==> config.mk <==
export PLATFORM = sky130hd
export DESIGN_NAME = wb_rr_arbiter
export DESIGN_NICKNAME = d
export VERILOG_FILES = /design/src/rtl/wb_rr_arbiter.sv
export SDC_FILE = /design/constraint.sdc
export NUM_CORES = 1
export LEC_CHECK = 0
export ABC_AREA = 0
export ABC_CLOCK_PERIOD_IN_PS = 1700
export BUFFER_PORTS_ARGS = -buffer_cell sky130_fd_sc_hd__buf_2
export CORE_MARGIN = 8
export CORE_UTILIZATION = 33
export DETAILED_ROUTE_END_ITERATION = 8
export HOLD_SLACK_MARGIN = 0.03
export MAX_ROUTING_LAYER = met4
export PLACE_DENSITY_LB_ADDON = 0.25
export REMOVE_ABC_BUFFERS = 1
export SLEW_MARGIN = 20
export SYNTH_ARGS = -nofsm -noshare
export SYNTH_HDL_FRONTEND = slang
export SYNTH_SLANG_ARGS = --single-unit
==> constraint.sdc <==
create_clock -name clk_i -period 1.7 [get_ports clk_i]
set_clock_uncertainty 0.15 [all_clocks]
set_input_delay 0.085 -clock clk_i [delete_from_list [all_inputs] [get_ports clk_i]]
set_output_delay 0.085 -clock clk_i [all_outputs]
set_load 0.005 [all_outputs]
==> src/rtl/wb_rr_arbiter.sv <==
// wb_rr_arbiter
//   Two-master / one-slave Wishbone classic arbiter in front of the SPI SRAM
//   port. Round-robin grant held for a whole cyc, one IDLE cycle between
//   owners, and a bus watchdog that aborts a hung slave access with err.
//
// Ports
//   clk_i, rst_i          clock, synchronous active-high reset
//   wbmN_cyc/stb/we/adr/dat_i   master N request (N = 0, 1)
//   wbmN_ack/err/rty_o    master N termination (only the owner sees them)
//   wbmN_dat_o            slave read data, broadcast to both masters
//   wbs_cyc/stb/we/adr/dat_o    slave request, passthrough of the owner
//   wbs_ack/err/rty_i, wbs_dat_i  slave response
//   grant_o               one-hot owner, 00 when idle or aborting
module wb_rr_arbiter #(
  parameter int ADDR_WIDTH     = 22,
  parameter int DATA_WIDTH     = 8,
  parameter int TIMEOUT_CYCLES = 255,
  parameter int TIMEOUT_WIDTH  = 8
) (
  input  logic                  clk_i,
  input  logic                  rst_i,
  input  logic                  wbm0_cyc_i,
  input  logic                  wbm0_stb_i,
  input  logic                  wbm0_we_i,
  input  logic [ADDR_WIDTH-1:0] wbm0_adr_i,
  input  logic [DATA_WIDTH-1:0] wbm0_dat_i,
  output logic                  wbm0_ack_o,
  output logic                  wbm0_err_o,
  output logic                  wbm0_rty_o,
  output logic [DATA_WIDTH-1:0] wbm0_dat_o,
  input  logic                  wbm1_cyc_i,
  input  logic                  wbm1_stb_i,
  input  logic                  wbm1_we_i,
  input  logic [ADDR_WIDTH-1:0] wbm1_adr_i,
  input  logic [DATA_WIDTH-1:0] wbm1_dat_i,
  output logic                  wbm1_ack_o,
  output logic                  wbm1_err_o,
  output logic                  wbm1_rty_o,
  output logic [DATA_WIDTH-1:0] wbm1_dat_o,
  output logic                  wbs_cyc_o,
  output logic                  wbs_stb_o,
  output logic                  wbs_we_o,
  output logic [ADDR_WIDTH-1:0] wbs_adr_o,
  output logic [DATA_WIDTH-1:0] wbs_dat_o,
  input  logic                  wbs_ack_i,
  input  logic                  wbs_err_i,
  input  logic                  wbs_rty_i,
  input  logic [DATA_WIDTH-1:0] wbs_dat_i,
  output logic [1:0]            grant_o
);

  localparam logic [1:0] S_IDLE  = 2'd0;
  localparam logic [1:0] S_OWN0  = 2'd1;
  localparam logic [1:0] S_OWN1  = 2'd2;
  localparam logic [1:0] S_ABORT = 2'd3;

  typedef struct packed {
    logic                  cyc;
    logic                  stb;
    logic                  we;
    logic [ADDR_WIDTH-1:0] adr;
    logic [DATA_WIDTH-1:0] dat;
  } wb_req_t;

  wb_req_t [1:0] req;
  wb_req_t       cur;
  wb_req_t       bus;

  logic [1:0] state, state_nxt;
  // owner doubles as last_owner: it is written only on a grant and keeps
  // naming the master through OWNn and ABORT.
  logic       owner, owner_nxt;
  logic       owned;
  logic       term;
  logic       timeout_hit;
  logic       pick;
  logic [1:0] ack_v, err_v, rty_v;

  assign req[0] = {wbm0_cyc_i, wbm0_stb_i, wbm0_we_i, wbm0_adr_i, wbm0_dat_i};
  assign req[1] = {wbm1_cyc_i, wbm1_stb_i, wbm1_we_i, wbm1_adr_i, wbm1_dat_i};
  assign cur    = req[owner];
  assign owned  = (state == S_OWN0) || (state == S_OWN1);
  assign term   = wbs_ack_i | wbs_err_i | wbs_rty_i;

  // Zero-latency passthrough of the owner; everything low otherwise.
  assign bus       = owned ? cur : '0;
  assign wbs_cyc_o = bus.cyc;
  assign wbs_stb_o = bus.stb;
  assign wbs_we_o  = bus.we;
  assign wbs_adr_o = bus.adr;
  assign wbs_dat_o = bus.dat;

  assign wbm0_dat_o = wbs_dat_i;
  assign wbm1_dat_o = wbs_dat_i;
  assign grant_o    = {state == S_OWN1, state == S_OWN0};

  always_comb begin
    ack_v = '0;
    err_v = '0;
    rty_v = '0;
    if (owned) begin
      ack_v[owner] = wbs_ack_i;
      err_v[owner] = wbs_err_i | timeout_hit;
      rty_v[owner] = wbs_rty_i;
    end else if (state == S_ABORT) begin
      // Port is fenced off: every further strobe is refused immediately.
      err_v[owner] = cur.stb;
    end
  end

  assign wbm0_ack_o = ack_v[0];
  assign wbm0_err_o = err_v[0];
  assign wbm0_rty_o = rty_v[0];
  assign wbm1_ack_o = ack_v[1];
  assign wbm1_err_o = err_v[1];
  assign wbm1_rty_o = rty_v[1];

  // On a tie the master that did not own the port last time wins.
  assign pick = (req[0].cyc && req[1].cyc) ? ~owner : req[1].cyc;

  always_comb begin
    state_nxt = state;
    owner_nxt = owner;
    case (state)
      S_IDLE: begin
        if (req[0].cyc || req[1].cyc) begin
          owner_nxt = pick;
          state_nxt = pick ? S_OWN1 : S_OWN0;
        end
      end
      S_OWN0, S_OWN1: begin
        if (!cur.cyc)         state_nxt = S_IDLE;
        else if (timeout_hit) state_nxt = S_ABORT;
      end
      S_ABORT: begin
        if (!cur.cyc) state_nxt = S_IDLE;
      end
      default: state_nxt = S_IDLE;
    endcase
  end

  always_ff @(posedge clk_i) begin
    if (rst_i) begin
      state <= S_IDLE;
      owner <= 1'b1;
    end else begin
      state <= state_nxt;
      owner <= owner_nxt;
    end
  end

  generate
    if (TIMEOUT_CYCLES > 0) begin : g_wdog
      localparam logic [TIMEOUT_WIDTH-1:0] WD_LAST = TIMEOUT_WIDTH'(TIMEOUT_CYCLES - 1);
      logic [TIMEOUT_WIDTH-1:0] wdog;
      logic                     stall;

      // A stalled strobe cycle; a slave termination on the last allowed
      // cycle wins over the abort because it is excluded here.
      assign stall       = owned & cur.stb & ~term;
      assign timeout_hit = stall && (wdog == WD_LAST);

      always_ff @(posedge clk_i) begin
        if (rst_i)                    wdog <= '0;
        else if (stall && !timeout_hit) wdog <= wdog + 1'b1;
        else                          wdog <= '0;
      end
    end else begin : g_no_wdog
      assign timeout_hit = 1'b0;
    end
  endgenerate

endmodule

* Yosys cells after proc, flatten, opt, wreduce, memory -nomap -nowiden *
Cells that the tools add are included.

word-level totals
  input port bits = 79
  register bits = 11
  memories = 0
  bits in latches = 0
  memory bits (read-only) = 0
  bits in writable memories = 0
  logic and storage cells = 53

operators by class
  mux-type cells = 16
  bitwise operators = 12
  $lt $le $gt $ge = 2
  reduce and logical (&&, ||, !) cells = 12
  shifts and indexed selects = 0
  div/mod/pow operators = 0
  $add $sub $neg = 1
  $mul = 0
  eq/ne operators = 7

operators by type and width
  operator             count
  $mux 33              3
  $mux 2               9
  $add 8x1->8 const B  1
  $and 2x2->2          4
  $eq 8x8->1 const B   1
  $pmux 2 s3           1
  $eq 2x2->1 const B   2
  $logic_and 1x1->1    4
  $ne 2x2->1 const B   2
  $reduce_or 2->1      2
  $ne 3x3->1 const B   1
  $not 1->1            3
  $or 1x1->1           3
  $reduce_and 3->1     1
  $and 1x1->1          2
  $eq 2x1->1 const B   1
  $logic_not 2->1      1
  $logic_or 1x1->1     2
  $lt 1x2->1 const B   1
  $mux 1               2
  $reduce_and 2->1     1
  $demux 1 s1          1
  $ge 1x1->1 const B   1
  $logic_not 1->1      1

* Longest topological paths before layout *
  depth in word-level cells = 9
  mapped depth = 7
  gate-level depth less buffers = 7

* Least setup slack after synthesis *
Ideal clock, no wire load.

  kind = reg-to-reg
  start point = register g_wdog.wdog[0]
  end point = register state[1]
  buffers on the path = 0
  setup slack = 0.083 ns
  data required time = 1.459 ns
  stages on the path, launching flop included = 8
  period minus slack after synthesis = 1.617 ns
  library setup time = 0.091 ns
  arrival = 1.376 ns
  path through = dfxtp_1 > inv_1 > ha_1 > nand2_1 > or3_4 > o21ai_4 > a21oi_2 > a311oi_1

between the ends
  longest elaborated chain between the ends = 4

RTL lines
  item                               RTL line  source
  start, declared                    155       logic [TIMEOUT_WIDTH-1:0] wdog;
  start signal, assigned             165       else if (stall && !timeout_hit) wdog <= wdog + 1'b1;
  $eq 8x8->1                         161       assign timeout_hit = stall && (wdog == WD_LAST);
  $logic_and 1x1->1                  161
  $ne 3x3->1 (no source line)        -
  $reduce_and 3->1 (no source line)  -
  end signal, assigned               147       state <= state_nxt;
  end, declared                      69        logic [1:0] state, state_nxt;

No other way between the ends.
A chain may end at the register's enable or synchronous reset.

* Worst setup path in the final report *
  start point = register state[0]
  end point = output wbm1_err_o

between the ends
  longest elaborated chain between the ends = 8
  elaborated cells between the ends (all ways) = 11
  classes of those cells = eq/ne (3); mux (2); bitwise (4); reduce/logical (2)

RTL lines
  item                                      RTL line  source
  $eq 2x1->1 or $eq 2x2->1 (tied branches)  82        assign owned = (state == S_OWN0) || (state == S_OWN1);
  $logic_or 1x1->1                          82
  $and 1x1->1 (2 in series)                 160       assign stall = owned & cur.stb & ~term;
  $logic_and 1x1->1                         161
  $or 1x1->1                                103       err_v[owner] = wbs_err_i | timeout_hit;
  $and 2x2->2 (no source line)              -
  $mux 2 *                                  101       if (owned) begin
  end, declared                             37        output logic wbm1_err_o,

Mark *: on every way between the ends. The rest lies on a longest branch, timed or not.

==> impl_summary.log <==
[metrics] hold-critical path depth: 3
[metrics] EDFF count, synth: 0
[metrics] Horiz. Die Dim: 80.32 um
[metrics] design area: 2135 um^2
[metrics] number of hold-slack violations in the final timing report: 0
[metrics] CP Class: flop to output port
[metrics] delay contributed by the slowest stage of the critical path: 0.32 ns
[metrics] slowest cell on the critical path: sky130_fd_sc_hd__dfxtp_2
[metrics] parity-gate share of the synthesized area counting xor and xnor cells: 3.850%
[metrics] Least-Margin Pin Slew: 0.3549 ns
[metrics] reg-to-reg startpoint: g_wdog.wdog[0]
[metrics] library cell with the highest instance count after synthesis: sky130_fd_sc_hd__nor2b_1
[metrics] Synth warnings: 0
[metrics] number of buffers added by the clock tree synthesis step: 3
[metrics] CTS sink cnt: 11
[metrics] min Tclk post-route: 1.778 ns
[metrics] overall die area: 6451 um^2
[metrics] Clock transition at path regs: 0.06 ns
[metrics] number of unique standard cell types used by synthesis: 30
[metrics] synthesized area per cell: 8.174 um^2
[metrics] cell taking the most area after synthesis: sky130_fd_sc_hd__mux2i_1
[metrics] Synth Instances: 167
[metrics] worst-case hold path end point: owner
[metrics] Worst Setup Slack, final: -0.07825 ns
[metrics] fraction of the yosys area taken by sequential cells: 16.13%
[metrics] GRT Util Overall: 14.33%
[metrics] Post-Synthesis Cell Area: 1365 um^2
[metrics] share of cells above drive strength 1: 52.48%
[metrics] multiplexer share of the synthesized area: 24.56%
[metrics] routability cong.: 0.8313
[metrics] fraction of the core area covered by cells at the end of the flow: 53.36%
[metrics] critical path required time: 1.46 ns
[metrics] fraction of the mapped netlist area in simple logic gates: 27.77%
[metrics] leak pwr: 1.264 nW
[metrics] PD cells: 1173 nW/um^2
[metrics] placed cell areas: 1931 um^2
[metrics] number of antenna repair diodes: 0
[metrics] cell types with the highest counts after synthesis: sky130_fd_sc_hd__nor2b_1 (33), sky130_fd_sc_hd__mux2i_1 (32), sky130_fd_sc_hd__buf_4 (16)
[metrics] worst slew margin relative to its limit: 76.16%
[metrics] standard cell core area: 4000 um^2
[metrics] met2 demand-to-capacity share in global routing: 24.82%
[metrics] worst reg2reg endpoint: state[0]
[metrics] first-pass GRT wire length: 7.334 mm
[metrics] launching element type of the critical path: flop
[metrics] worst slack, placed: -0.02738 ns
[metrics] largest vdd supply drop: 0.8329 mV
[metrics] kind of end point of the critical path: output port
[metrics] Placement Rows: 23
[metrics] initial antenna violation count: 0
[metrics] fraction of synthesized cell area taken by the top area cell type: 23.46%
[metrics] aggregate negative setup slack: -0.1856 ns
[metrics] gr busiest metal: met2
[metrics] Critical Path Fanout Max: 7
[metrics] worst reg2reg setup slack: -0.03 ns
[metrics] cell types occupying the most area after synthesis: sky130_fd_sc_hd__mux2i_1 (23%), sky130_fd_sc_hd__dfxtp_1 (16%), sky130_fd_sc_hd__nor2b_1 (15%)
[metrics] Max Fclk: 562.4 MHz
[metrics] unrepaired setup endpoints after global routing: yes
[metrics] residual antenna-violating net count after detailed routing: 0
[metrics] DRT Wirelength: 4.937 mm
[metrics] final HPWL from detailed placement: 4.026 mm
[metrics] number of storage elements in the synthesis netlist: 11
[metrics] CTS tree: yes
[metrics] total number of vias: 1493
[metrics] layout net count: 369
[metrics] maximum level of the CTS H-tree: 1
[metrics] via count of the first global-routing pass: 1555
[metrics] residual overflow from global routing: 0
[metrics] effective utilization at floorplan: 34.13%
[metrics] largest net degree at the start of global routing: 36
[metrics] met3 Use GR: 1.451%
[metrics] dominant register cell in the synthesized netlist: sky130_fd_sc_hd__dfxtp_1
[metrics] status: complete, but fails checks
[metrics] area fraction in compound gates after synthesis: 8.249%
[metrics] count of endpoints failing setup in the final report: 4
[metrics] type of the worst min-delay path: primary input to flop
[metrics] CTS root buf: sky130_fd_sc_hd__clkbuf_8
[metrics] final worst path period share: 104.6%
[metrics] count of boundary I/O pins: 136
[metrics] startpoint of the tightest hold check path: wbm1_cyc_i
[metrics] die boundary height: 80.32 um
[metrics] main combinational cell family by area after synthesis: simple AND/OR/NAND/NOR gates
[metrics] number of DRC markers after the initial detailed-route iteration: 21
[metrics] number of fill cells: 391
[metrics] cell count of the worst reg-to-reg path: 8
[metrics] number of port buffers: 111
[metrics] maximum number of buffers from clock root to sink: 2
[metrics] area growth from synthesis to layout: 56.37%
[metrics] via count normalized by instance count: 4.497
[metrics] global routing usage on met1: 17.12%
[metrics] violated checks: negative setup slack
[metrics] async set-or-reset flop fraction in the synthesized netlist: 0%
[metrics] pins over their slew limit: 0
[metrics] number of max-cap violations: 0
[metrics] first-pass iteration count of the detailed router: 4
[metrics] Fin Hold WS: 0.06531 ns
[metrics] data arrival time of the worst path: 1.54 ns
[metrics] adder-cell share of the synthesized area: 6.416%
[metrics] routed wire length per instance: 14.87 um
[metrics] cell chain of the critical path: inv_1 > ha_4 > nand3b_1 > nor2_4 > o21ai_2 > a21boi_1 > buf_2
[metrics] source-to-sink clock delay at the later pin of the worst-skew pair: 0.24 ns
[metrics] DRC violations left: 0
-- power breakdown --
group / leakage [nW] / internal, mW / switching (mW) / total, mW
Clock: 0.0228 / 0.165 / 0.107 / 0.272
Combinational: 1.15 / 1.04 / 0.881 / 1.92
Sequential: 0.0898 / 0.291 / 0.0235 / 0.314
Total: 1.26 / 1.49 / 1.01 / 2.50
-- registers in the layout, indices dropped and copies added (netlist names) --
name         cells
state            2
g_wdog.wdog      8
owner            1
-- logic make-up (layout without fill, tap and decap cells) --
| group | count (synthesis) | count (layout) |
|---|---|---|
| and+or+nand+nor | 67 | 67 |
| muxes | 33 | 33 |
| buffers and inverters | 30 | 145 |
| AOI/OAI and AO/OA | 13 | 13 |
| DFF | 11 | 11 |
| adders and majority gates | 7 | 7 |
| xor gates and xnor gates | 6 | 6 |
-- area by class of cell --
| class | instances | area, um^2 | share of cell area (%) |
|---|---|---|---|
| Sequential cell | 11 | 224.0 | 10.49 |
| Inverter | 5 | 18.77 | 0.8792 |
| Clock buffer | 4 | 45.04 | 2.110 |
| Tap cell | 50 | 62.56 | 2.931 |
| Timing Repair Buffer | 136 | 773.2 | 36.23 |
| Multi-Input combinational cell | 126 | 1011 | 47.36 |
-- metal layers --
layer  part of all wire, %  wire length (um)
met5                     0                 0
met4                  0.91                45
met2                    54              2645
met1                    42              2057
met3                   3.8               189
-- placed cells by master (no fill, tap or decap), drive strengths merged --
cell           n
a22oi          1
clkbuf         4
nor3           1
a21boi         2
nand2          7
a211o          1
nor2b         33
o21ai          4
and2           1
and3b          2
nor2          12
dfxtp         11
or3            1
nand4          1
xnor2          4
a21oi          3
o31ai          1
mux2           1
nand3          4
ha             7
a311oi         1
inv            5
nand3b         1
mux2i         32
and3           4
dlygate4sd3    9
buf          127
xor2           2
-- through the flow --
stage	std cells	power, mW
final	332	2.504
after global routing	332	2.717
after floorplan	142	1.339
after detailed placement	317	2.139
after CTS	332	2.514
after global placement	317	2.143
-- what timing repair did --
action,4_1_cts,5_1_grt
hold buffers,9,0
pin swaps,6,3
gates cloned,0,0
gates resized for setup,8,10
setup endpoints to repair,37,36
hold endpoints to repair,19,0
setup buffers,2,0
-- worst max-delay path by stage --
stage                   start          to  slack [ns]  cells after the start
5_1_grt        g_wdog.wdog[0]  wbm1_err_o       -0.16                      8
6_report             state[0]  wbm1_err_o       -0.08                      7
2_1_floorplan           owner    state[0]       -0.92                      5
4_1_cts        g_wdog.wdog[0]  wbm1_err_o       -0.12                      8
3_5_place_dp   g_wdog.wdog[0]  wbm1_err_o       -0.03                      8
3_3_place_gp   g_wdog.wdog[0]  wbm1_err_o       -0.02                      8
-- worst max-delay path: cells and delay by family (launching register included) --
kind | cells | cell delay (ns)
AND/OR/NAND/NOR | 2 | 0.30
buffers and inverters | 2 | 0.19
flip-flops | 1 | 0.32
AO/OA/AOI/OAI | 2 | 0.18
adder cells (fa/ha/maj) | 1 | 0.31
(Power assumes the default switching activity.)
